## src/rtl/plab5_mcore_mem_resp_cmsg_unpack_queue.sv

```systemverilog
//------------------------------------------------------------------------------
// Module   : plab5_mcore_mem_resp_cmsg_unpack_queue
// Purpose  : Initiator-side receive queue for memory-response control messages.
//            Accepts packed {type, opaque, len} messages on a val/rdy channel,
//            holds up to two of them, and presents the head entry unpacked,
//            plus the byte count implied by len, on a second val/rdy channel.
// Ports    : clk           - clock, all state on rising edge
//            rst_n         - asynchronous active-low reset
//            in_msg_i      - packed message {type[2:0], opaque, len}
//            in_val_i      - in_msg_i valid
//            in_rdy_o      - queue can accept (not full)
//            out_type_o    - head entry type
//            out_opaque_o  - head entry opaque
//            out_len_o     - head entry raw len
//            out_nbytes_o  - head entry byte count (len 0 means full data width)
//            out_val_o     - head entry valid
//            out_rdy_i     - consumer accepts head
//            num_entries_o - occupancy, 0..2
//            err_o         - sticky illegal-type flag
// Options  : PLAB5_MCORE_MEM_RESP_CHECK_EN - when defined, err_o sets on any
//            enqueued message whose type is above 2 and holds until reset.
//            When undefined, err_o is tied to 0.
// Revision : 1.0 - initial release
//------------------------------------------------------------------------------
`default_nettype none

module plab5_mcore_mem_resp_cmsg_unpack_queue #(
  parameter  int p_opaque_nbits = 8,
  parameter  int p_data_nbits   = 32,
  localparam int c_len_nbits    = $clog2(p_data_nbits/8),
  localparam int c_msg_nbits    = 3 + p_opaque_nbits + c_len_nbits
) (
  input  logic                      clk,
  input  logic                      rst_n,
  input  logic [c_msg_nbits-1:0]    in_msg_i,
  input  logic                      in_val_i,
  output logic                      in_rdy_o,
  output logic [2:0]                out_type_o,
  output logic [p_opaque_nbits-1:0] out_opaque_o,
  output logic [c_len_nbits-1:0]    out_len_o,
  output logic [c_len_nbits:0]      out_nbytes_o,
  output logic                      out_val_o,
  input  logic                      out_rdy_i,
  output logic [1:0]                num_entries_o,
  output logic                      err_o
);

  localparam logic [c_len_nbits:0] c_max_nbytes = (c_len_nbits+1)'(p_data_nbits/8);

  logic [c_msg_nbits-1:0] entry_q [2];
  logic                   wr_ptr_q, wr_ptr_d;
  logic                   rd_ptr_q, rd_ptr_d;
  logic                   full_q,   full_d;

  logic                   empty;
  logic                   enq;
  logic                   deq;
  logic [c_msg_nbits-1:0] head;

  // With one-bit pointers, equal pointers mean either empty or full; the
  // full flag disambiguates.
  assign empty = !full_q && (wr_ptr_q == rd_ptr_q);

  // Both ready and valid come from registered state only, so there is no
  // combinational path from out_rdy_i to in_rdy_o or from in_msg_i to out_*.
  assign in_rdy_o  = !full_q;
  assign out_val_o = !empty;

  assign enq = in_val_i && !full_q;
  assign deq = !empty && out_rdy_i;

  always_comb begin
    wr_ptr_d = enq ? ~wr_ptr_q : wr_ptr_q;
    rd_ptr_d = deq ? ~rd_ptr_q : rd_ptr_q;
    full_d   = full_q;
    if (enq && !deq) begin
      // Enqueue alone fills the queue when the write pointer catches the read pointer.
      full_d = (wr_ptr_d == rd_ptr_q);
    end else if (deq && !enq) begin
      full_d = 1'b0;
    end
  end

  always_ff @(posedge clk or negedge rst_n) begin
    if (!rst_n) begin
      wr_ptr_q <= 1'b0;
      rd_ptr_q <= 1'b0;
      full_q   <= 1'b0;
    end else begin
      wr_ptr_q <= wr_ptr_d;
      rd_ptr_q <= rd_ptr_d;
      full_q   <= full_d;
    end
  end

  // Storage is deliberately not reset; validity is tracked by the pointers.
  always_ff @(posedge clk) begin
    if (enq) begin
      entry_q[wr_ptr_q] <= in_msg_i;
    end
  end

  assign head          = entry_q[rd_ptr_q];
  assign out_type_o    = head[c_msg_nbits-1 -: 3];
  assign out_opaque_o  = head[c_len_nbits +: p_opaque_nbits];
  assign out_len_o     = head[c_len_nbits-1:0];

  // A zero length field encodes a full-width transfer.
  assign out_nbytes_o  = (out_len_o == '0) ? c_max_nbytes : {1'b0, out_len_o};

  assign num_entries_o = full_q ? 2'd2 : {1'b0, !empty};

`ifdef PLAB5_MCORE_MEM_RESP_CHECK_EN
  logic err_q;

  // Only read (0), write (1) and write-init (2) are legal response types.
  always_ff @(posedge clk or negedge rst_n) begin
    if (!rst_n) begin
      err_q <= 1'b0;
    end else if (enq && (in_msg_i[c_msg_nbits-1 -: 3] > 3'd2)) begin
      err_q <= 1'b1;
    end
  end

  assign err_o = err_q;
`else
  assign err_o = 1'b0;
`endif

endmodule

`default_nettype wire
```

## config.mk

```make
export PLATFORM = sky130hd
export DESIGN_NAME = plab5_mcore_mem_resp_cmsg_unpack_queue
export DESIGN_NICKNAME = d
export VERILOG_FILES = /design/src/rtl/plab5_mcore_mem_resp_cmsg_unpack_queue.sv
export SDC_FILE = /design/constraint.sdc
export NUM_CORES = 1
export LEC_CHECK = 0
export CAP_MARGIN = 20
export CORE_MARGIN = 5
export CORE_UTILIZATION = 30
export DETAILED_ROUTE_END_ITERATION = 16
export PLACE_DENSITY_LB_ADDON = 0.15
export SLEW_MARGIN = 0
export SYNTH_ARGS = -nofsm -noshare
export SYNTH_HDL_FRONTEND = slang
export SYNTH_SLANG_ARGS = --single-unit
```

## constraint.sdc

```tcl
create_clock -name clk -period 2.1 [get_ports clk]
set_clock_uncertainty 0.15 [all_clocks]
set_input_delay 0.525 -clock clk [delete_from_list [all_inputs] [get_ports clk]]
set_output_delay 0.525 -clock clk [all_outputs]
set_load 0.1 [all_outputs]
```

==> out/metrics.yaml, run 1 <==
area_growth_pct: 68.0
cp.required_ns: 1.42
rsz0062_at_grt: "yes"
hold_buffers: 0
synth_top_cell_area_share: 0.652
io-pin-count: 38
hold_path_class: "input pin to asynchronous set/reset pin"
die_x_um: 73.2
placed_area_mm2: 0.00187
row_count: 23
endpoint_kind: "output pin"
outcome: "complete, no violations"
routedWlPerCell_um: 13.4
ys_seq_elements: 29
cts.clk_slew.worst_paths_ns: 0.06
r2r-start: "full_q"
dp.cells: 157
ys_types: 18
cp_data_arrival_time_ns: 1.39
antenna_cells: 0
die_y_um: 73.2
r2r-end: "full_q"
grt_pass1_wl_um: 3700
final_common_cell: "edfxtp_1"
antenna_found_initial: 0
fin_crit_ns: 2.07
synth-seq-area-share: 0.715
most-common-layout-cells: "edfxtp_1, buf_12, clkdlybuf4s50_1, mux2_2, mux2_4"
syn-cell-area_mm2: 0.00120
syn-instance-count: 70
cts_sinks: 29
finalCritPeriodShare: 0.985
clockRootBuffer: "clkbuf_8"
start_kind: "flip-flop"
startpoint: "rd_ptr_q"
drtIter0Drc: 16
critPathKind: "flip-flop to output pin"
fin_area_mm2: 0.00201
cts_tree: "yes"
dpl.hpwl_um: 1700
initial_core_util: 0.304
syn_nets: 90
numCtsBuffers: 5
gr-total-overflow: 0
grt_pass1_vias: 802
grt_usage: 0.0950
layout.cells.non_filler: 166
hold_violations: 0
wirelength_um: 2230
critPathMaxFanout: 11
reg2reg_slack_ns: 0.35
die-area_mm2: 0.00535
drive_gt1_frac: 0.448
syn_area_per_cell_um2: 17.1
nets: 135
clockBufferDepth: 2
fmax_mhz: 483
drc_errors: 0
vias: 703
ant_nets: 0
maxCapViolCount: 0
setup_violations: 0
grt_max_degree: 12
synth_area_leaders: "edfxtp_1, mux2_2, dfrtp_1"
slew_violations: 0
whs_ns: 0.292
first_pass_iters: 3
coreArea_mm2: 0.00394
rr_worst_depth: 5
synth_warnings: 0
synth_top_area_cell: "edfxtp_1"
clkLatencyLatePin_ns: 0.27
crit_end: "out_opaque_o[4]"
cts_max_level: 2
io_buffers: 36
vias_per_cell: 4.23
place.gp.congestion: 0.684
==> through the flow <==
stage	TNS (ns)	utilization	setup slack [ns]
floorplan	-0.0992	-	-0.0992
global placement	0	0.474	0.0482
detailed placement	0	0.474	0.0276
CTS	-0.206	0.506	-0.0318
global route	-0.0744	0.510	-0.0257
finish	0	0.510	0.0308
==> Yosys cell counts <==
cell type / number
dfrtp_1: 3
o211ai_1: 1
mux2_2: 14
o21ai_0: 1
inv_1: 3
a21bo_1: 1
nand3b_1: 1
conb_1: 1
nand2_1: 3
buf_2: 1
edfxtp_1: 26
o32ai_1: 1
nor2_1: 1
nand2b_1: 3
ha_1: 3
xnor2_1: 2
buf_4: 4
nor2b_1: 1
==> worst max-delay path, cell delays in order, from the launching register on <==
cell and delay [ns]:
dfrtp_2 0.41, buf_8 0.17, mux2_2 0.37, buf_12 0.17
==> flip-flops by register name, indices dropped and copies added, names as in the netlist <==
signal    cells
entry_q      26
full_q        1
rd_ptr_q      1
wr_ptr_q      1
==> metal layers <==
layer / GRT usage / wire length [um] / vias up
li1: - / - / 346
met1: 0.0927 / 820 / 332
met2: 0.164 / 1230 / 23
met3: 0.0510 / 160 / 2
met4: 0.0430 / 12 / 0
met5: 0 / 0 / -
==> layout make-up <==
type,count,area (um^2)
multi-input combinational,33,347
clock buffer,6,72.6
clock inverter,2,33.8
inverter,3,15.0
tap,50,62.6
timing repair buffer,43,624
sequential,29,857
fill,311,1930
==> logic make-up (layout without fill, tap and decap cells) <==
logic type	Yosys count	after routing	share of synthesized area
xor gates and xnor gates	2	2	0.0146
DFF	29	29	0.715
AOI/OAI and AO/OA	4	4	0.0261
and+or+nand+nor	9	9	0.0397
buffers and inverters	8	54	0.0387
muxes	14	14	0.132
other	1	1	0.00313
adders and majority gates	3	3	0.0314
==> worst min path at each step <==
stage	start	end	slack [ns]	depth (start not counted)
after floorplan	rst_n	full_q	0.08	0
after global placement	wr_ptr_q	rd_ptr_q	0.46	2
after detailed placement	wr_ptr_q	rd_ptr_q	0.48	2
after CTS	rst_n	full_q	0.29	1
after global routing	rst_n	full_q	0.29	1
final	rst_n	full_q	0.29	1
==> repair_timing <==
item | in CTS | in global routing
pin swaps | 0 | 1
setup buffers | 0 | 1
setup endpoints to repair | 16 | 17
resized for setup | 6 | 3
cloned | 0 | 0
Power of run 1 is left out: the tool's default activity adds up to more than one toggle a clock period on the data nets, which glitch-free logic cannot reach.
==> inputs of run 2 (changes only) <==
--- a/config.mk
+++ b/config.mk
@@ -9,6 +9,7 @@
 export CORE_MARGIN = 5
 export CORE_UTILIZATION = 30
 export DETAILED_ROUTE_END_ITERATION = 16
+export HOLD_SLACK_MARGIN = 0.06
 export PLACE_DENSITY_LB_ADDON = 0.15
 export SLEW_MARGIN = 0
 export SYNTH_ARGS = -nofsm -noshare
==> results of run 2 <==
Same layout as run 1: the final DEF is identical, and so are final timing and power.
Power of run 2 is left out for the same reason.
==> inputs of run 3 (changes only) <==
--- a/config.mk
+++ b/config.mk
@@ -5,9 +5,10 @@
 export SDC_FILE = /design/constraint.sdc
 export NUM_CORES = 1
 export LEC_CHECK = 0
+export ABC_AREA = 0
 export CAP_MARGIN = 20
 export CORE_MARGIN = 5
-export CORE_UTILIZATION = 30
+export CORE_UTILIZATION = 45
 export DETAILED_ROUTE_END_ITERATION = 16
 export HOLD_SLACK_MARGIN = 0.06
 export PLACE_DENSITY_LB_ADDON = 0.15
==> run 3 against run 2 <==
- the flow now finishes with violations (setup timing)
- hold slack lost 0.048 ns
- via count is 0.57% higher
- sequential cell count stayed put
- non-clock buffer count unchanged
- largest cell class unchanged
==> out/metrics.yaml, run 3 (synthesized netlist as in run 1, its figures left out) <==
die_x_um: 61.6
endpoint_kind: "output pin"
coreArea_mm2: 0.00252
critPathMaxFanout: 10
cp_data_arrival_time_ns: 1.46
grt_usage: 0.152
initial_core_util: 0.475
critPathKind: "flip-flop to output pin"
vias: 707
clkLatencyLatePin_ns: 0.30
vias_per_cell: 4.84
setup_violations: 15
critical_path.max_stage_delay_ns: 0.46
grt_pass1_vias: 806
clockRootBuffer: "clkbuf_4"
drc_errors: 0
fmax_mhz: 467
start_kind: "flip-flop"
die-area_mm2: 0.00379
hold_path_class: "input pin to asynchronous set/reset pin"
drtIter0Drc: 22
crit_path_top_delay_cell: "dfrtp_2"
slew_violations: 0
path_delay_family: "flip-flops"
grt_pass1_wl_um: 3880
die_y_um: 61.6
fin_crit_ns: 2.14
routedWlPerCell_um: 15.9
crit_chain: "buf_12 > mux2_2 > buf_12"
cp.required_ns: 1.42
nets: 135
crit_top_cell: "buf_12"
io-pin-count: 38
cts_sinks: 29
numCtsBuffers: 5
finalCritPeriodShare: 1.02
crit_buf_inv: 2
grt_max_degree: 11
row_count: 18
maxCapViolCount: 0
cts_max_level: 2
regMostFlops: "entry_q"
violations: "setup timing"
outcome: "complete, but fails checks"
antenna_cells: 0
drive_gt1_frac: 0.466
wirelength_um: 2320
fillCellCount: 146
cts_tree: "yes"
clockBufferDepth: 2
place.gp.congestion: 0.656
largest_reg_flops: 26
placed_area_mm2: 0.00185
final_common_cell: "edfxtp_1"
rsz0062_at_grt: "yes"
dpl.hpwl_um: 1820
io_buffers: 36
ant_nets: 0
gr-total-overflow: 0
antenna_found_initial: 0
most-common-layout-cells: "edfxtp_1, buf_12, clkdlybuf4s50_1, mux2_4"
hold_violations: 0
cts.clk_slew.worst_paths_ns: 0.08
area_growth_pct: 63.3
setup_ws_ns: -0.0394
first_pass_iters: 3
fin_area_mm2: 0.00196
[run 3: cell count changes in the layout (fill, tap and decap cells not counted)]
cell,delta
clkbuf_8,-5
mux2_2,-3
buf_8,-1
buf_12,+1
dfrtp_1,-1
clkinv_2,+1
mux2_4,+3
clkinv_1,+1
clkbuf_1,-1
xnor2_2,+1
dfrtp_2,+1
bufinv_16,-1
xnor2_1,-1
clkbuf_4,+5
[run 3: repair_timing]
action	CTS	global route
buffers inserted	1	0
resized for setup	9	3
setup endpoints to repair	18	18
pin swaps	1	0
hold buffers	0	0
[run 3: final timing paths]
path | from | end | slack [ns] | cells past startpoint
min in group clk | rd_ptr_q | rd_ptr_q | 0.47 | 1
max in group asynchronous | rst_n | rd_ptr_q | 1.40 | 1
worst min-delay path | rst_n | wr_ptr_q | 0.24 | 1
worst min register to register | rd_ptr_q | rd_ptr_q | 0.47 | 1
worst max-delay path | rd_ptr_q | out_len_o[0] | -0.04 | 3
worst max register to register | rd_ptr_q | full_q | 0.42 | 5
[run 3: area by class of cell]
cell class,count,area [um^2],area share
Sequential cell,29,858,0.439
Timing Repair Buffer,43,629,0.322
Multi-Input combinational cell,33,365,0.187
Clock buffer,5,37.5,0.0192
Tap cell,30,37.5,0.0192
Inverter,3,15.0,0.00768
Clock inverter,3,12.5,0.00640
[run 3: routing by layer]
metal / global-route usage / vias to the layer above / part of all wire
met5: 0 / - / 0
met4: 0.0545 / 0 / 0.014
met3: 0.0692 / 5 / 0.068
met2: 0.256 / 25 / 0.54
met1: 0.170 / 334 / 0.38
li1: - / 343 / -
[run 3: worst register-to-register path, delay by kind of cell, from the launching register on]
kind                       cells  cell delay, ns
xor gates and xnor gates       1            0.20
and+or+nand+nor                1            0.14
DFF                            1            0.47
adders and majority gates      1            0.30
AOI/OAI and AO/OA              2            0.35
[run 3: through the flow]
step | hold slack [ns] | util | std cells | worst slack (ns) | TNS, ns
2_1_floorplan | 0.0794 | - | 70 | -0.0992 | -0.0992
3_3_place_gp | 0.455 | 0.735 | 137 | 0.0406 | 0
3_5_place_dp | 0.474 | 0.735 | 137 | 0.0120 | 0
4_1_cts | 0.235 | 0.770 | 146 | -0.0374 | -0.407
5_1_grt | 0.231 | 0.775 | 146 | -0.105 | -1.34
6_report | 0.244 | 0.775 | 146 | -0.0394 | -0.330
Power of run 3 is left out for the same reason.
